[src/rtl/fetch_ctrl.sv]
`default_nettype none
// ============================================================================
// Module      : fetch_ctrl
// Description : Instruction fetch controller. Issues single outstanding
//               instruction-memory requests, buffers one fetched word for
//               the decode stage, and handles redirects (including a flush
//               of an in-flight request whose data must be dropped).
// Option      : FETCH_ALIGN_CHECK_EN -- when defined, a redirect to a
//               non-word-aligned target raises trap and parks the fetcher
//               in IDLE; when undefined the low target bits are ignored.
// Revision    : 1.0 - initial release
// ============================================================================
module fetch_ctrl #(
  parameter logic [31:0] RESET_PC = 32'h0000_0000
) (
  input  logic        clock,
  input  logic        reset,
  input  logic        stall,
  input  logic        redirect,
  input  logic [31:0] redirect_pc,
  output logic        imem_req,
  output logic [31:0] imem_addr,
  input  logic        imem_ack,
  input  logic [31:0] imem_rdata,
  output logic        id_valid,
  input  logic        id_ready,
  output logic [31:0] id_instr,
  output logic [31:0] id_pc,
  output logic [31:0] fetch_count,
  output logic        trap
);

  localparam logic [1:0] S_IDLE  = 2'd0;
  localparam logic [1:0] S_FETCH = 2'd1;
  localparam logic [1:0] S_HOLD  = 2'd2;
  localparam logic [1:0] S_FLUSH = 2'd3;

  logic [1:0]  state;
  logic [31:0] pc;        // next address to fetch once the current work drains
  logic [31:0] req_addr;  // address presented while a request is outstanding
  logic [31:0] tgt;       // effective redirect target
  logic        redir_ok;  // redirect that is accepted and moves pc
  logic        redir_bad; // redirect rejected for misalignment
  logic        transfer;

`ifdef FETCH_ALIGN_CHECK_EN
  assign tgt       = redirect_pc;
  assign redir_bad = redirect && (redirect_pc[1:0] != 2'b00);
  assign redir_ok  = redirect && (redirect_pc[1:0] == 2'b00);

  // Sticky misalignment flag, cleared only by an aligned redirect or reset
  always_ff @(posedge clock) begin
    if (reset) begin
      trap <= 1'b0;
    end else if (redir_bad) begin
      trap <= 1'b1;
    end else if (redir_ok) begin
      trap <= 1'b0;
    end
  end
`else
  logic unused_low_bits;
  // Word fetches only: the byte-offset bits of a target carry no meaning
  assign unused_low_bits = ^redirect_pc[1:0];
  assign tgt       = {redirect_pc[31:2], 2'b00};
  assign redir_bad = 1'b0;
  assign redir_ok  = redirect;
  assign trap      = 1'b0;
`endif

  assign imem_req  = (state == S_FETCH) || (state == S_FLUSH);
  assign imem_addr = req_addr;
  assign id_valid  = (state == S_HOLD);
  assign transfer  = (state == S_HOLD) && id_ready;

  // Fetch sequencing: redirect first, then the per-state request/hold flow
  always_ff @(posedge clock) begin
    if (reset) begin
      state       <= S_IDLE;
      pc          <= RESET_PC;
      req_addr    <= RESET_PC;
      id_instr    <= 32'h0;
      id_pc       <= 32'h0;
      fetch_count <= 32'h0;
    end else begin
      // A delivered word counts even if a redirect lands in the same cycle
      if (transfer) begin
        fetch_count <= fetch_count + 32'd1;
      end

      if (redir_bad) begin
        // Abandon everything and wait for software to supply a sane target
        state <= S_IDLE;
      end else if (redir_ok) begin
        pc <= tgt;
        if (imem_req && !imem_ack) begin
          // Memory still owes us a word for the old address; swallow it
          state <= S_FLUSH;
        end else if (stall) begin
          state <= S_IDLE;
        end else begin
          state    <= S_FETCH;
          req_addr <= tgt;
        end
      end else begin
        case (state)
          S_IDLE: begin
            if (!stall && !trap) begin
              state    <= S_FETCH;
              req_addr <= pc;
            end
          end
          S_FETCH: begin
            if (imem_ack) begin
              id_instr <= imem_rdata;
              id_pc    <= req_addr;
              pc       <= req_addr + 32'd4;
              state    <= S_HOLD;
            end
          end
          S_HOLD: begin
            if (id_ready) begin
              if (stall) begin
                state <= S_IDLE;
              end else begin
                state    <= S_FETCH;
                req_addr <= pc;
              end
            end
          end
          S_FLUSH: begin
            if (imem_ack) begin
              if (stall) begin
                state <= S_IDLE;
              end else begin
                state    <= S_FETCH;
                req_addr <= pc;
              end
            end
          end
          default: state <= S_IDLE;
        endcase
      end
    end
  end

endmodule
`default_nettype wire

[config.mk]
export PLATFORM = sky130hd
export DESIGN_NAME = fetch_ctrl
export DESIGN_NICKNAME = d
export VERILOG_FILES = /design/src/rtl/fetch_ctrl.sv
export SDC_FILE = /design/constraint.sdc
export NUM_CORES = 1
export LEC_CHECK = 0
export BUFFER_PORTS_ARGS = -buffer_cell sky130_fd_sc_hd__buf_2
export CELL_PAD_IN_SITES_DETAIL_PLACEMENT = 0
export CELL_PAD_IN_SITES_GLOBAL_PLACEMENT = 2
export CORE_MARGIN = 3
export CORE_UTILIZATION = 29
export DETAILED_ROUTE_END_ITERATION = 10
export GPL_ROUTABILITY_DRIVEN = 0
export GPL_TIMING_DRIVEN = 0
export PLACE_DENSITY = 0.86
export SETUP_SLACK_MARGIN = 0.5
export SYNTH_ARGS = -nofsm -noshare
export SYNTH_HDL_FRONTEND = slang
export SYNTH_SLANG_ARGS = --single-unit
[constraint.sdc]
create_clock -name clock -period 2.78 [get_ports clock]
set_input_delay 0.556 -clock clock [delete_from_list [all_inputs] [get_ports clock]]
set_output_delay 0.556 -clock clock [all_outputs]
set_load 0.02 [all_outputs]
==> run summary, run 1 <==
Vias in the first global route: 6521
WL/cell: 16.7 µm
Row cnt: 56
Final Slew Violations: 0
Worst Max-Slew Pin Slew: 0.833 ns
Die H: 162 µm
Worst setup EP type: flop
IO buf count: 195
Sequential area share after synthesis: 46.0%
CTS root buf: clkbuf_16
Critical Path AT: 2.61 ns
Cts bufs inserted: 17
Power per cell area: 621 nW/µm²
Post-DP HPWL: 17100 µm
Max VDD drop: 364 µV
Hold WS: 0.357 ns
Nets: 1173
Ant diodes: 0
Async S/R FF share, synth: 0%
Syn avg cell area: 8.11 µm²
Synth Flop Type: dfxtp_1
Clock buffer depth: 2
Switching pwr: 1.64 mW
Largest net degree at the start of global routing: 17
Final Setup Violations: 0
GRT overflow: 0
Mapped Nets: 946
Inst Count DP: 1384
Unique masters post-synth: 50
Internal power: 4.12 mW
Die W: 162 µm
FMAX: 443 MHz
Aggregate routed wire length: 23900 µm
Iteration-0 DRC Markers: 324
Final Hold Fails: 0
HP Class: input pin to flop
Layout Utilization: 39.2%
Number of synthesized flops with an enable pin: 0
Vias/cell: 4.86
Cell area after layout: 9270 µm²
Via count: 6944
TritonRoute pass-1 iters: 5
Dpl ws: -0.219 ns
CTS tree: built
Sequential Power Share: 44.1%
Sw frac: 28.5%
Clock power frac: 43.2%
DR DRC count: 0
Worst-Skew Late Latency: 0.43 ns
Max-cap violations: 0
I/O Pins: 201
Critical Path RT: 3.14 ns
Synthesis Warnings: 0
First-pass GRT wire length: 36900 µm
Layout cell share with drive strength beyond 1: 26.5%
Num Clock Sinks: 162
Cell count after synthesis: 870
Final ANT Viol Nets: 0
Crit path kind: flop to flop
FF+latch count, synth: 162
Gr usage total: 17.8%
CTS H-tree depth: 4
Period utilization: 81.2%
Fin crit period: 2.26 ns
Initial Util: 29.8%
Cell Area, Synth: 7050 µm²
Clock Skew: 0.00825 ns
Worst-path fanout max: 3
Final non-filler cell total: 1428
Final Worst Setup Slack: 0.523 ns
Crit start category: flop
Status: complete, no violations
Reg clk slew, reported paths: 0.07 ns
Comb pwr share: 12.8%
Initial antenna violation count: 3
Slew HR: 44.5%
DP Area: 8450 µm²
RSZ-0062 raised after global routing: yes
Core Box Area: 23700 µm²
Layout area overhead: 31.5%
Die footprint: 26200 µm²
Leakage: 3.73 nW
-- final cells by class --
type                            count  area [µm²]
Inverter                           15        56.3
Clock buffer                       17         425
Tap cell                          319         399
Sequential cell                   162        3270
Multi-Input combinational cell    629        3590
Buffer                             64         287
Timing Repair Buffer              208        1070
Clock inverter                     14         176
Fill cell                        2530       14400
-- stage by stage --
stage | total power [mW] | TNS (ns)
after floorplan | 3.01 | 0
after global placement | 3.30 | -5.62
after detailed placement | 3.30 | -4.72
after CTS | 5.82 | 0
after global routing | 6.01 | 0
final | 5.76 | 0
-- state kept, by name, indices dropped and copies added, names as in the netlist --
signal and cells:
fetch_count 32, id_instr 32, id_pc 32, imem_addr 32, pc 32, state 2
-- kinds of logic (layout without fill, tap and decap cells) --
group	count (synthesis)	in the layout	synth area share, %
adders and majority gates	6	6	1.06
AOI/OAI and AO/OA	162	162	14.5
and+or+nand+nor	384	384	24.2
muxes	23	23	3.26
xor gates and xnor gates	53	53	6.58
buffers and inverters	79	318	4.38
other	1	1	0.0532
DFF	162	162	46.0
-- metal layers --
layer / share of wire, % / vias up / track usage (%)
li1: - / 3461 / -
met1: 46 / 3291 / 23.6
met2: 47 / 166 / 28.9
met3: 6.5 / 20 / 5.69
met4: 0.56 / 6 / 3.33
met5: 0.096 / - / 0
-- critical path, cell delays in order, from the launching register on --
cell and delay (ns):
dfxtp_2 0.34, inv_2 0.07, ha_4 0.16, nand2_4 0.05
or4_4 0.42, buf_6 0.13, or3_4 0.39, or4_4 0.49
a21oi_2 0.13
-- Yosys cell counts, types with 14 or more instances --
library cell,n,share of area (%)
a2111oi_0,14,1.7
a211oi_1,26,2.8
a21oi_1,83,5.9
clkbuf_1,59,3.1
dfxtp_1,162,46
inv_1,14,0.75
mux2i_1,23,3.3
nand2_1,172,9.2
nand3_1,27,1.9
nand4_1,20,1.8
nor2_1,100,5.3
nor3_1,22,1.6
xnor2_1,27,3.4
xor2_1,26,3.2
-- cells in the final DEF (no fill, tap or decap), types with 4 or more instances in the layout --
cell type  netlist  routed
a211oi_1        26      25
clkbuf_2         0      11
nand2_1        172     171
nor3_1          22      22
inv_6            0       7
nand4_1         20      20
ha_1             6       5
o22ai_1          5       5
clkbuf_1        59      42
o21ai_0          7       7
dfxtp_1        162     149
a22oi_1          4       4
a311oi_1         8       8
dfxtp_4          0       4
or3_1            5       4
xor2_1          26      26
mux2i_1         23      23
a21oi_1         83      82
nand2b_1         4       4
nor2_1         100      98
dfxtp_2          0       9
xnor2_1         27      27
buf_2            1     197
nand3_1         27      26
nor4_1          12      11
and4_1           5       4
clkbuf_16        0      17
inv_1           14      13
a2111oi_0       14      14
buf_4            1      17
-- repair_timing --
item,4_1_cts,5_1_grt
cloned,0,0
hold buffers,0,0
pin swaps,2,6
gates resized for setup,25,31
setup buffers,8,5
endpoints found under the setup margin,116,51
-- power by group through the flow --
stage               Clock (mW)  Combinational, mW  Sequential [mW]
floorplan                    0              0.355             2.65
global placement             0              0.705             2.60
detailed placement           0              0.707             2.60
CTS                       2.55              0.732             2.54
global route              2.64              0.808             2.56
finish                    2.49              0.736             2.54
-- final timing paths --
check	depth (start not counted)	end	start	slack, ns
max reg2reg	8	fetch_count[31]$_SDFFE_PP0P_	state[0]$_SDFFE_PP0P_	0.52
max	8	fetch_count[31]$_SDFFE_PP0P_	state[0]$_SDFFE_PP0P_	0.52
min reg2reg	2	id_instr[16]$_SDFFE_PP0P_	id_instr[16]$_SDFFE_PP0P_	0.45
min	3	id_instr[4]$_SDFFE_PP0P_	imem_rdata[4]	0.36
(Power assumes the default switching activity.)
==> inputs of run 2 (changes only) <==
==> constraint.sdc (replaced) <==
create_clock -name clock -period 2.2 [get_ports clock]
set_input_delay 0.44 -clock clock [delete_from_list [all_inputs] [get_ports clock]]
set_output_delay 0.44 -clock clock [all_outputs]
set_load 0.02 [all_outputs]
==> run 2 against run 1 <==
  * Critical path type unchanged
  * Sequential cell count is the same
  * Non-clock buffer count increased by 88
  * Final cell count is 6.2% higher
  * Routed wire length is 14% higher
  * Largest cell class unchanged
  * Critical path depth shrank 2
  * Combinational power grew 110%
  * First-iteration DRC count grew 10%
  * Highest routed layer unchanged
==> run summary, run 2 (same netlist as run 1, synthesis figures left out) <==
Crit path kind: flop to flop
GRT overflow: 0 (unchanged)
Worst setup EP type: flop
Status: complete, no violations
FF-to-FF End: fetch_count[31]$_SDFFE_PP0P_
Die W: 162 µm (unchanged)
Hold endpoint: id_instr[4]$_SDFFE_PP0P_
Hold WS: 0.243 ns (-0.114 ns)
Die H: 162 µm (unchanged)
CTS tree: built
Cts bufs inserted: 17 (unchanged)
DR DRC count: 0 (unchanged)
Final Slew Violations: 0 (unchanged)
FMAX: 460 MHz (+3.7%)
CP delay by family, top: simple AND/OR/NAND/NOR gates
Reg clk slew, reported paths: 0.07 ns (about the same)
IO buf count: 195 (unchanged)
Internal power: 5.48 mW (+33%)
Via count: 7498 (+8.0%)
Sequential Power Share: 41.3% (-2.8 points)
Initial Util: 29.8% (unchanged)
Aggregate routed wire length: 27200 µm (+14%)
Core Box Area: 23700 µm² (unchanged)
Gr usage total: 18.8% (+0.92 points)
Fin crit period: 2.18 ns (-0.0804 ns)
Period utilization: 98.9% (+18 points)
Switching pwr: 2.34 mW (+42%)
Post-DP HPWL: 16900 µm (-1.2%)
Worst Max-Slew Pin Slew: 0.929 ns (+0.0961 ns)
I/O Pins: 201 (unchanged)
Die footprint: 26200 µm² (unchanged)
Clock Skew: 0.0112 ns (+0.00296 ns)
Reg2Reg Setup Slack: 0.02 ns (-0.50 ns)
Crit-path slowest cell: or4_4
Clock buffer depth: 2 (unchanged)
Slew HR: 38.0% (-6.4 points)
WHS Path Cells: 3 (unchanged)
Critical Path AT: 2.55 ns (-0.06 ns)
WL/cell: 18.0 µm (+7.4%)
RSZ-0062 raised after global routing: yes
R2R cell count: 6 (-2)
Worst-path fanout max: 6 (+3)
Hold_sp: imem_rdata[4]
Hold_buf cts: 0 (unchanged)
Power per cell area: 643 nW/µm² (+3.5%)
Leakage: 5.25 nW (+41%)
Final ANT Viol Nets: 0 (unchanged)
Commonest non-fill, non-tap cell in the layout: buf_2
Worst-Skew Late Latency: 0.43 ns (about the same)
Iteration-0 DRC Markers: 357 (+10%)
Worst r2r src: fetch_count[4]$_SDFFE_PP0P_
Initial antenna violation count: 2 (-1)
CP dominant cell by count: or4_4
Layout area overhead: 72.2%
Inst Count DP: 1384 (unchanged)
Commonest non-fill, non-tap cells in the layout: 193 x buf_2, 124 x dfxtp_1, 122 x nand2_1, 76 x nor2_1, 56 x buf_4
Final Hold Fails: 0 (unchanged)
Vias/cell: 4.94 (+1.6%)
Nets: 1261 (+7.5%)
CTS root buf: clkbuf_16
Max-cap violations: 0 (unchanged)
Sw frac: 29.9% (+1.4 points)
Clock power frac: 38.8% (-4.4 points)
Row cnt: 56 (unchanged)
Final Setup Violations: 0 (unchanged)
CP cell instances: nand4_4 -> or4_4 -> buf_6 -> or3_4 -> or4_4 -> a21oi_2
Largest net degree at the start of global routing: 17 (unchanged)
Ant diodes: 0 (unchanged)
Max VDD drop: 562 µV (+54%)
Layout cell share with drive strength beyond 1: 52.7% (+26 points)
TritonRoute pass-1 iters: 5 (unchanged)
First-pass GRT wire length: 39300 µm (+6.3%)
Final non-filler cell total: 1517 (+6.2%)
Crit path buffers/inverters: 1 (-1)
WP depth: 6 (-2)
Comb pwr share: 19.9% (+7.1 points)
Crit start category: flop
Layout Utilization: 51.3% (+12 points)
CP max stage delay: 0.49 ns (about the same)
Num Clock Sinks: 162 (unchanged)
HP Class: input pin to flop
CTS H-tree depth: 4 (unchanged)
Vias in the first global route: 7085 (+8.6%)
Critical Path RT: 2.57 ns (-0.57 ns)
[run 2: cell count changes in the layout (fill, tap and decap cells not counted), moves of 25 or more]
| cell | previous run | this run |
|---|---|---|
| nand2_4 | 1 | 35 |
| a21oi_2 | 1 | 45 |
| buf_6 | 1 | 31 |
| buf_4 | 17 | 56 |
| nand2_1 | 171 | 122 |
| a21oi_1 | 82 | 38 |
| dfxtp_1 | 149 | 124 |
[run 2: how the worst max path moves through the flow]
stage,from,to,slack [ns]
after global placement,redirect,id_pc[21]$_SDFFE_PP0P_,-0.23
after global routing,fetch_count[2]$_SDFFE_PP0P_,fetch_count[31]$_SDFFE_PP0P_,-0.05
after floorplan,state[0]$_SDFFE_PP0P_,fetch_count[31]$_SDFFE_PP0P_,-0.06
after detailed placement,redirect,id_pc[25]$_SDFFE_PP0P_,-0.29
final,fetch_count[4]$_SDFFE_PP0P_,fetch_count[31]$_SDFFE_PP0P_,0.02
after CTS,state[0]$_SDFFE_PP0P_,fetch_count[31]$_SDFFE_PP0P_,0.005
[run 2: timing repair]
| action | 4_1_cts | 5_1_grt |
|---|---|---|
| endpoints found under the setup margin | 149 | 150 |
| setup buffers | 51 | 35 |
| cloned | 2 | 13 |
| gates resized for setup | 184 | 337 |
| pin swaps | 69 | 83 |
[run 2: per-stage QoR]
step,setup TNS (ns),total power [mW],setup slack [ns],instance area (µm²)
final,0,7.81,0.0238,12100
after global routing,-0.0952,8.10,-0.0495,12100
after CTS,0,7.51,0.00472,10400
after detailed placement,-20.63,4.19,-0.294,8590
after global placement,-16.66,4.18,-0.229,8590
after floorplan,-0.0560,3.82,-0.0560,7210
[run 2: worst min-delay path: stages]
cell and delay, ns:
buf_2 0.10, nand2_2 0.04, a21oi_1 0.04
[run 2: power by group through the flow]
| stage | clock network [mW] | logic (mW) | registers (mW) |
|---|---|---|---|
| finish | 3.03 | 1.56 | 3.23 |
| global route | 3.20 | 1.66 | 3.24 |
| CTS | 3.09 | 1.22 | 3.21 |
| detailed placement | 0 | 0.905 | 3.29 |
| global placement | 0 | 0.897 | 3.29 |
| floorplan | 0 | 0.465 | 3.36 |
[run 2: area by class of cell]
| cell class | instances | area [µm²] |
|---|---|---|
| flip-flops and latches | 162 | 3340 |
| clock buffers | 18 | 429 |
| multi-input cells | 629 | 4910 |
| clock inverters | 14 | 155 |
| plain buffers | 64 | 686 |
| well taps | 319 | 399 |
| fillers | 2248 | 11500 |
| inverters | 15 | 62.6 |
| repair buffers | 296 | 2170 |
[run 2: metal layers]
layer	global-route usage [%]	vias to the layer above	part of all wire [%]
met5	0	-	0.077
met4	4.50	4	1.1
met3	4.72	22	5.2
met2	31.1	174	50
met1	24.7	3636	44
li1	-	3662	-
